<file path="config.mk">
export PLATFORM = sky130hd
export DESIGN_NAME = fifo_wr_feeder
export DESIGN_NICKNAME = d
export VERILOG_FILES = /design/src/rtl/fifo_wr_feeder.sv
export SDC_FILE = /design/constraint.sdc
export NUM_CORES = 1
export LEC_CHECK = 0
export BUFFER_PORTS_ARGS = -buffer_cell sky130_fd_sc_hd__buf_2
export CAP_MARGIN = 15
export CORE_MARGIN = 10
export CORE_UTILIZATION = 45
export DETAILED_ROUTE_END_ITERATION = 10
export GPL_TIMING_DRIVEN = 0
export PLACE_DENSITY = 0.8
export SLEW_MARGIN = 20
export SYNTH_ARGS = -nofsm -noshare
export SYNTH_HDL_FRONTEND = slang
export SYNTH_SLANG_ARGS = --single-unit
export TNS_END_PERCENT = 20
</file>
<file path="constraint.sdc">
create_clock -name wclk -period 2.75 [get_ports wclk]
set_input_delay 0.6875 -clock wclk [delete_from_list [all_inputs] [get_ports wclk]]
set_output_delay 0.6875 -clock wclk [all_outputs]
set_load 0.02 [all_outputs]
</file>
<file path="src/rtl/fifo_wr_feeder.sv">
// Write-side producer for the async FIFO: 2-entry skid buffer feeding winc/wdata,
// plus Gray-pointer fill level decode. Optional statistics: FIFO_WR_FEEDER_STATS_EN.
module fifo_wr_feeder #(
    parameter int DATA_WIDTH = 8,
    parameter int ADDR_WIDTH = 3,
    parameter int PTR_WIDTH  = 4,
    parameter int AFULL_LVL  = 6
) (
    input  logic                  wclk,
    input  logic                  wrst_n,
    input  logic                  s_valid,
    input  logic [DATA_WIDTH-1:0] s_data,
    output logic                  s_ready,
    input  logic                  wfull,
    input  logic [PTR_WIDTH-1:0]  wptr,
    input  logic [PTR_WIDTH-1:0]  wq2_rptr,
    output logic                  winc,
    output logic [DATA_WIDTH-1:0] wdata,
    output logic [PTR_WIDTH-1:0]  wlevel,
    output logic                  walmost_full,
    output logic                  werr,
    output logic [15:0]           wstat_writes,
    output logic [15:0]           wstat_stalls,
    output logic [1:0]            o_dbg_state
);

    // Handshake: a word transfers on any wclk edge where s_valid and s_ready are both high;
    // s_valid may not be withdrawn by the source until that edge, s_ready depends only on state.
    typedef enum logic [1:0] {
        ST_EMPTY = 2'd0,
        ST_ONE   = 2'd1,
        ST_FULL  = 2'd2
    } state_t;

    localparam logic [PTR_WIDTH:0] DEPTH = PTR_WIDTH'(1) << ADDR_WIDTH;
    localparam logic [PTR_WIDTH:0] AFULL = AFULL_LVL[PTR_WIDTH:0];

    state_t                r_state, w_state_nxt;
    logic [DATA_WIDTH-1:0] r_head, w_head_nxt;
    logic [DATA_WIDTH-1:0] r_tail, w_tail_nxt;
    logic                  w_accept;
    logic [PTR_WIDTH-1:0]  w_wbin, w_rbin, w_level;
    logic [PTR_WIDTH-1:0]  r_level;
    logic                  r_afull, r_err;

    function automatic logic [PTR_WIDTH-1:0] gray2bin(input logic [PTR_WIDTH-1:0] g);
        logic [PTR_WIDTH-1:0] b;
        b[PTR_WIDTH-1] = g[PTR_WIDTH-1];
        for (int i = PTR_WIDTH-2; i >= 0; i--) begin
            b[i] = b[i+1] ^ g[i];
        end
        return b;
    endfunction

    assign s_ready     = (r_state != ST_FULL);
    assign winc        = (r_state != ST_EMPTY) & ~wfull;
    assign w_accept    = s_valid & s_ready;
    assign wdata       = r_head;
    assign o_dbg_state = r_state;

    always_comb begin
        w_state_nxt = r_state;
        w_head_nxt  = r_head;
        w_tail_nxt  = r_tail;
        case (r_state)
            ST_EMPTY: begin
                if (w_accept) begin
                    w_state_nxt = ST_ONE;
                    w_head_nxt  = s_data;
                end
            end
            ST_ONE: begin
                if (w_accept && !winc) begin
                    w_state_nxt = ST_FULL;
                    w_tail_nxt  = s_data;
                end else if (!w_accept && winc) begin
                    w_state_nxt = ST_EMPTY;
                end else if (w_accept && winc) begin
                    w_head_nxt  = s_data;
                end
            end
            ST_FULL: begin
                if (winc) begin
                    w_state_nxt = ST_ONE;
                    w_head_nxt  = r_tail;
                end
            end
            default: w_state_nxt = ST_EMPTY;
        endcase
    end

    always_ff @(posedge wclk or negedge wrst_n) begin
        if (!wrst_n) begin
            r_state <= ST_EMPTY;
            r_head  <= '0;
            r_tail  <= '0;
        end else begin
            r_state <= w_state_nxt;
            r_head  <= w_head_nxt;
            r_tail  <= w_tail_nxt;
        end
    end

    // Modulo subtraction absorbs pointer wrap without a special case.
    assign w_wbin  = gray2bin(wptr);
    assign w_rbin  = gray2bin(wq2_rptr);
    assign w_level = w_wbin - w_rbin;

    always_ff @(posedge wclk or negedge wrst_n) begin
        if (!wrst_n) begin
            r_level <= '0;
            r_afull <= 1'b0;
            r_err   <= 1'b0;
        end else begin
            r_level <= w_level;
            r_afull <= ({1'b0, w_level} >= AFULL);
            r_err   <= r_err | ({1'b0, w_level} > DEPTH);
        end
    end

    assign wlevel       = r_level;
    assign walmost_full = r_afull;
    assign werr         = r_err;

`ifdef FIFO_WR_FEEDER_STATS_EN
    logic [15:0] r_stat_writes, r_stat_stalls;

    always_ff @(posedge wclk or negedge wrst_n) begin
        if (!wrst_n) begin
            r_stat_writes <= '0;
            r_stat_stalls <= '0;
        end else begin
            if (winc && r_stat_writes != 16'hFFFF)
                r_stat_writes <= r_stat_writes + 16'd1;
            if ((r_state != ST_EMPTY) && wfull && r_stat_stalls != 16'hFFFF)
                r_stat_stalls <= r_stat_stalls + 16'd1;
        end
    end

    assign wstat_writes = r_stat_writes;
    assign wstat_stalls = r_stat_stalls;
`else
    assign wstat_writes = 16'd0;
    assign wstat_stalls = 16'd0;
`endif

endmodule

</file>
==> results_dict.tcl, run 1 <==
set metrics [dict create \
    num_vias 1046 \
    drc 0 \
    fmax_mhz 433 \
    synthDistinctLibCells 25 \
    crit_fanout 3 \
    synth-edff-count 0 \
    numCtsBuffers 3 \
    synth_area_leaders "dfrtp_1, buf_4, mux2_2, nand2_1, ha_1" \
    cap_violations 0 \
    finalSetupViolations 0 \
    hold_path.class "primary input to asynchronous set/reset pin" \
    place_congestion 0.712 \
    cts_resized 0 \
    ant_nets 0 \
    clock-root-buffer "clkbuf_4" \
    synth.most_common_cell "buf_4" \
    core_area_mm2 0.00308 \
    total_power_w 0.00166 \
    routedWlPerCell_um 11.5 \
    r2r-start "o_dbg_state[1]$_DFFE_PN0P_" \
    place_hpwl_um 2510 \
    min_period_over_period 0.840 \
    grt.total_usage 0.102 \
    std_cell_rows 20 \
    postPlaceCellArea_mm2 0.00182 \
    fillers 273 \
    async_reset_ff_frac 1.00 \
    h-tree-depth 1 \
    cts.reportedPaths.clkPinSlew_ps 130 \
    numPortBuffers 37 \
    drt-initial-drc-count 25 \
    start_util 0.477 \
    synth_top_cell_area_share 0.409 \
    die_x_um 77.1 \
    synthTopCellsByCount "buf_4, nand2_1, dfrtp_1" \
    clock_latency_ps 320 \
    nets 244 \
    worst_pin_slew_ps 509 \
    p_leak_nw 1.05 \
    status "finished, final reports clean" \
    die_y_um 77.1 \
    diodes 0 \
    finalClockSkew_ps 9.45 \
    crit_type "primary input to flop" \
    startpoint_type "primary input" \
    utilization 0.610 \
    wl_um 2980 \
    fin_area_mm2 0.00188 \
    ys.warnings.count 0 \
    cts_buffer_depth 2 \
    grt_max_degree 25 \
    required_ps 2990 \
    drive_above_1_share 0.435 \
    synth_seq_area_share 0.409 \
    worst-r2r-cell-count 9 \
    netlist_instances 144 \
    multi_input_area_um2 706 \
    max_slew_margin 0.661 \
    arrival_ps 2550 \
    rsz0062_at_grt "false" \
    dieArea_mm2 0.00595 \
    vias_per_cell 4.02 \
    cts_tree "yes" \
    hold_buffers 0 \
    overflow 0 \
    netlist_area_mm2 0.00147 \
    ys_seq_elements 24 \
    antenna_found_initial 0 \
    regArea_um2 601 \
    finalNonFillerCells 260 \
    drt_first_pass_iters 4 \
    fin_setup_tns_ps 0 \
    post_cts_buffers 0 \
    r2r_end "wdata[0]$_DFFE_PN0P_" \
    cellPowerDensity_mw_per_mm2 882 \
    hold_viol_final 0 \
    dp.cells 256 \
    grt_pass1_wl_um 5110 \
    cp-end-kind "flop" \
    peakVddDrop_mv 0.290 \
    drv_slew 0 \
    syn_avg_cell_area_um2 10.2 \
    area_delta_synth_final_pct 27.9 \
    synth_flop_cell "dfrtp_1" \
    grt_pass1_vias 1142 \
    yosys.area.top_type "dfrtp_1" \
    cts_sinks 24 \
    fin_crit_ps 2310 \
    boundaryPins 70 \
    r2r_setup_slack_ps 560 \
]
## stage by stage
step / worst slack (ps) / hold WS, ps
2_1_floorplan: 352 / 392
3_3_place_gp: 106 / 446
3_5_place_dp: 21.3 / 467
4_1_cts: 424 / 328
5_1_grt: 228 / 346
6_report: 441 / 313
## flip-flops by register name (all words and copies together) (netlist names)
register,count
wdata,8
wlevel,4
werr,1
r_tail,8
o_dbg_state,2
walmost_full,1
## where the power goes
group / switching (W) / internal [W] / total [W]
clock: 0.000105 / 0.000147 / 0.000253
combinational: 0.000460 / 0.000354 / 0.000814
sequential: 0.0000720 / 0.000516 / 0.000588
## critical path: stages
cell and delay [ps]:
buf_2 100, xor2_1 180, xnor2_1 330, xor2_1 120, ha_1 240, fa_1 390, xnor2_1 230, nor3_1 80
o31ai_1 190
## kinds of logic (layout without fill, tap and decap cells)
family                   count (synthesis)  in the layout  share of synthesized area
flip-flops                              24             24                      0.409
other                                    1             32                    0.00256
adder cells (fa/ha/maj)                  7              7                     0.0648
AND/OR/NAND/NOR                         39             39                      0.116
buffers and inverters                   41             82                      0.189
multiplexers                            16             16                      0.123
AO/OA/AOI/OAI                            8              8                     0.0477
XOR/XNOR                                 8              8                     0.0477
## cell usage in the layout (no fill, tap or decap), drive strengths merged, types with 2 or more instances in the layout
cell / instances
buf: 70
clkbuf: 3
conb: 32
dfrtp: 24
ha: 6
inv: 8
mux2: 16
nand2: 28
nand2b: 2
nor2: 3
nor2b: 2
nor3: 2
o21a: 2
o21ai: 2
xnor2: 5
xor2: 3
## per-layer routing
layer  track usage  vias up  part of all wire
met1        0.0976      459              0.38
met3        0.0396        4              0.10
met5             0        -                 0
li1              -      541                 -
met2         0.185       42              0.50
met4        0.0547        0             0.019
## worst max path at each step
stage / start / endpoint / slack, ps
finish: wptr[2] / werr$_DFF_PN0_ / 440
floorplan: wptr[2] / werr$_DFF_PN0_ / 350
CTS: wq2_rptr[2] / werr$_DFF_PN0_ / 420
global route: wptr[3] / werr$_DFF_PN0_ / 230
global placement: wptr[2] / werr$_DFF_PN0_ / 110
detailed placement: wq2_rptr[2] / werr$_DFF_PN0_ / 20
## layout make-up
cell class | count | share of cell area
buffer | 33 | 0.132
clock buffer | 3 | 0.0120
clock inverter | 1 | 0.0160
inverter | 8 | 0.0160
multi-input combinational | 110 | 0.376
sequential | 24 | 0.320
tap | 44 | 0.0293
timing repair buffer | 37 | 0.0987
Power figures use the tool's default switching activity.
==> run 2: changes to the inputs <==
Clock period 2.75 ns to 2.2 ns, I/O delays scaled along.
==> results_dict.tcl, run 2 (same netlist as run 1, synthesis figures left out) <==
set metrics [dict create \
    antenna_found_initial 0 \
    clock-root-buffer "clkbuf_4" \
    hold_viol_final 0 \
    cp-end-kind "flop" \
    grt.total_usage 0.0968 \
    drv_slew 0 \
    arrival_ps 2310 \
    clock_latency_ps 300 \
    drc 0 \
    std_cell_rows 20 \
    startpoint_type "primary input" \
    start_util 0.477 \
    num_vias 1067 \
    place_hpwl_um 2520 \
    worst-r2r-cell-count 10 \
    fillers 297 \
    min_period_over_period 0.961 \
    core_area_mm2 0.00308 \
    cts_buffer_depth 2 \
    total_power_w 0.00201 \
    fmax_mhz 473 \
    finalSetupViolations 0 \
    routedWlPerCell_um 11.6 \
    worst_pin_slew_ps 521 \
    grt_max_degree 25 \
    final_cell_mix "buf_2, buf_4, conb_1, nand2_1, dfrtp_1" \
    slowest_delay_ps 490 \
    cts_tree "yes" \
    hold_path.class "primary input to asynchronous set/reset pin" \
    layout_commonest_cell "buf_2" \
    cap_violations 0 \
    die_x_um 77.1 \
    place_congestion 0.669 \
    cts_sinks 24 \
    cp_num_buf_inv 2 \
    grt_pass1_wl_um 4820 \
    crit_type "primary input to flop" \
    grt_pass1_vias 1104 \
    utilization 0.620 \
    r2r_setup_slack_ps 90 \
    required_ps 2390 \
    peakVddDrop_mv 0.378 \
    p_leak_nw 1.07 \
    drt_first_pass_iters 4 \
    cp_slowest_cell "fa_1" \
    nets 246 \
    crit_fanout 3 \
    r2r_end "wdata[4]$_DFFE_PN0P_" \
    fin_crit_ps 2110 \
    drive_above_1_share 0.456 \
    path_cells "buf_2 -> xnor2_2 -> xor2_1 -> xnor2_1 -> ha_1 -> fa_1 -> inv_1 -> nor3_1 -> o31ai_1" \
    numPortBuffers 37 \
    finalClockSkew_ps 1.86 \
    numCtsBuffers 3 \
    overflow 0 \
    diodes 0 \
    dieArea_mm2 0.00595 \
    wl_um 3030 \
    status "finished, final reports clean" \
    cellPowerDensity_mw_per_mm2 1060 \
    h-tree-depth 1 \
    vias_per_cell 4.09 \
    drt-initial-drc-count 38 \
    die_y_um 77.1 \
    r2r-start "o_dbg_state[1]$_DFFE_PN0P_" \
    max_slew_margin 0.652 \
    boundaryPins 70 \
    ant_nets 0 \
    critPathTopFamily "adder cells" \
    cts.reportedPaths.clkPinSlew_ps 120 \
    area_delta_synth_final_pct 29.9 \
]
==> run 2: where the power goes <==
group | total (W) | internal (W) | switching, W
logic | 0.00109 | 0.000489 | 0.000597
clock network | 0.000182 | 0.0000638 | 0.000119
registers | 0.000744 | 0.000646 | 0.0000981
==> run 2: worst max-delay path by stage <==
stage          cells after the start                  startpoint                    to  slack, ps
6_report                           9                 wq2_rptr[2]        werr$_DFF_PN0_         90
2_1_floorplan                      8                 wq2_rptr[2]        werr$_DFF_PN0_        0.4
3_5_place_dp                       9                 wq2_rptr[3]        werr$_DFF_PN0_       -310
4_1_cts                            9  o_dbg_state[1]$_DFFE_PN0P_  wdata[5]$_DFFE_PN0P_          8
5_1_grt                           10  o_dbg_state[1]$_DFFE_PN0P_  wdata[4]$_DFFE_PN0P_        -50
3_3_place_gp                       9                 wq2_rptr[3]        werr$_DFF_PN0_       -260
==> run 2: layer usage <==
metal,part of all wire,GRT usage
met4,0.0020,0.0164
met5,0,0
met3,0.076,0.0431
met2,0.53,0.183
met1,0.39,0.0957
==> run 2: area by class of cell <==
cell class,count,area (um^2),share of cell area
sequential,24,601,0.315
multi-input combinational,110,736,0.386
tap,44,55.1,0.0289
buffer,33,248,0.130
clock buffer,3,22.5,0.0118
inverter,8,32.5,0.0171
timing repair buffer,39,213,0.112
==> run 2: what timing repair did <==
item,CTS,global route
endpoints found under the setup margin,4,9
cloned,0,0
pin swaps,1,2
gates resized for setup,0,2
hold buffers,0,0
buffers inserted,0,2
==> run 2: worst register-to-register path, stage by stage, from the launching register on <==
cell and delay [ps]:
dfrtp_1 420, nor2b_1 150, buf_4 190, inv_4 80, nand2_1 90, inv_1 60
ha_1 210, nor2_1 210, a31oi_4 120, buf_12 150, mux2_1 310
==> run 2: metrics by stage <==
stage / TNS, ps / std cells / hold slack, ps / setup slack [ps] / instance area (um^2)
4_1_cts: 0 / 259 / 210 / 7.82 / 1870
3_5_place_dp: -571 / 256 / 458 / -309 / 1850
2_1_floorplan: 0 / 175 / 254 / 0.404 / 1610
3_3_place_gp: -443 / 256 / 445 / -255 / 1850
6_report: 0 / 261 / 205 / 85.8 / 1910
5_1_grt: -157 / 261 / 224 / -49.6 / 1910
==> run 3: changes to the inputs <==
Clock period 2.2 ns to 2.1 ns, I/O delays scaled along.
==> results_dict.tcl, run 3 (same netlist as run 1, synthesis figures left out) <==
set metrics [dict create \
    p_comb_frac 0.549 \
    place_ws_ps -326 \
    grt_max_degree 25 \
    drt_first_pass_iters 4 \
    startpoint_type "primary input" \
    numPortBuffers 37 \
    max_slew_margin 0.660 \
    fin_area_mm2 0.00198 \
    drt-initial-drc-count 55 \
    drv_slew 0 \
    rsz0062_at_grt "true" \
    swShare 0.401 \
    setup_ws_ps 73.2 \
    grt_pass1_wl_um 4880 \
    h-tree-depth 1 \
    grt.total_usage 0.0991 \
    overflow 0 \
    cts.reportedPaths.clkPinSlew_ps 120 \
    pwr-share-clk 0.089 \
    boundaryPins 70 \
    clock_latency_ps 300 \
    fin_crit_ps 2030 \
    cts_buffer_depth 2 \
    numCtsBuffers 3 \
    switchingPower_w 0.000866 \
    arrival_ps 2220 \
    crit_fanout 3 \
    final_cell_mix "buf_4, buf_2, conb_1, nand2_1, dfrtp_1" \
    routedWlPerCell_um 11.5 \
    finalClockSkew_ps 6.01 \
    die_x_um 77.1 \
    cap_violations 0 \
    crit_type "primary input to flop" \
    seq_power_share 0.362 \
    min_period_over_period 0.965 \
    area_delta_synth_final_pct 34.6 \
    ant_nets 0 \
    p_int_w 0.00129 \
    cts_tree "yes" \
    hold_path.class "primary input to asynchronous set/reset pin" \
    total_power_w 0.00216 \
    hold_buffers 0 \
    start_util 0.477 \
    worst_pin_slew_ps 510 \
    drc 0 \
    nets 250 \
    std_cell_rows 20 \
    place_congestion 0.702 \
    vias_per_cell 4.02 \
    hold_viol_final 0 \
    place_hpwl_um 2560 \
    core_area_mm2 0.00308 \
    status "finished, final reports clean" \
    peakVddDrop_mv 0.396 \
    antenna_found_initial 0 \
    cts_sinks 24 \
    cellPowerDensity_mw_per_mm2 1090 \
    dieArea_mm2 0.00595 \
    grt_pass1_vias 1032 \
    clock-root-buffer "clkbuf_4" \
    postPlaceCellArea_mm2 0.00186 \
    diodes 0 \
    required_ps 2300 \
    drive_above_1_share 0.493 \
    num_vias 1066 \
    wl_um 3060 \
    p_leak_nw 1.09 \
    finalSetupViolations 0 \
    cp-end-kind "flop" \
    fmax_mhz 493 \
    die_y_um 77.1 \
]
run 3: metal layers:
layer | part of all wire | global-route usage
met5 | 0 | 0
met4 | 0.0046 | 0.0274
met3 | 0.089 | 0.0431
met2 | 0.54 | 0.173
met1 | 0.37 | 0.106
run 3: per-stage QoR:
| step | utilization | TNS, ps | cells | hold slack [ps] |
|---|---|---|---|---|
| after global routing | 0.642 | -16.0 | 265 | 203 |
| after CTS | 0.618 | 0 | 260 | 185 |
| after global placement | 0.604 | -432 | 256 | 445 |
| after floorplan | - | -6.71 | 175 | 229 |
| after detailed placement | 0.604 | -775 | 256 | 446 |
| final | 0.642 | 0 | 265 | 170 |
run 3: worst paths after layout:
check,from,end,slack [ps],depth (start not counted)
worst max register to register,o_dbg_state[1]$_DFFE_PN0P_,wdata[1]$_DFFE_PN0P_,90,10
worst max-delay path,wptr[2],werr$_DFF_PN0_,70,9
worst min-delay path,wrst_n,o_dbg_state[1]$_DFFE_PN0P_,170,1
worst min register to register,werr$_DFF_PN0_,werr$_DFF_PN0_,470,2
min in group wclk,wfull,o_dbg_state[1]$_DFFE_PN0P_,460,3
max in group asynchronous,wrst_n,o_dbg_state[0]$_DFFE_PN0P_,1560,1
run 3: worst max-delay path: stages:
cell,delay (ps)
buf_2,130
xor2_4,190
xnor2_2,160
xor2_1,170
ha_2,190
fa_2,520
inv_1,60
nor3_1,200
o31ai_1,80
run 3: area by class of cell:
type                    instances  area [um^2]
clock buffers                   3         22.5
flip-flops and latches         24          602
fillers                       270         1100
plain buffers                  33          251
multi-input cells             110          764
repair buffers                 43          243
inverters                       8         37.5
well taps                      44         55.1
run 3: repair_timing:
item | 4_1_cts | 5_1_grt
pin swaps | 1 | 5
endpoints found under the setup margin | 8 | 9
gates resized for setup | 0 | 9
buffers inserted | 1 | 5
run 3: power groups by stage:
stage / combinational, W / clock [W] / sequential [W]
3_5_place_dp: 0.00111 / 0 / 0.000788
3_3_place_gp: 0.00108 / 0 / 0.000779
6_report: 0.00118 / 0.000191 / 0.000781
5_1_grt: 0.00129 / 0.000218 / 0.000809
4_1_cts: 0.00115 / 0.000197 / 0.000778
2_1_floorplan: 0.000636 / 0 / 0.000952
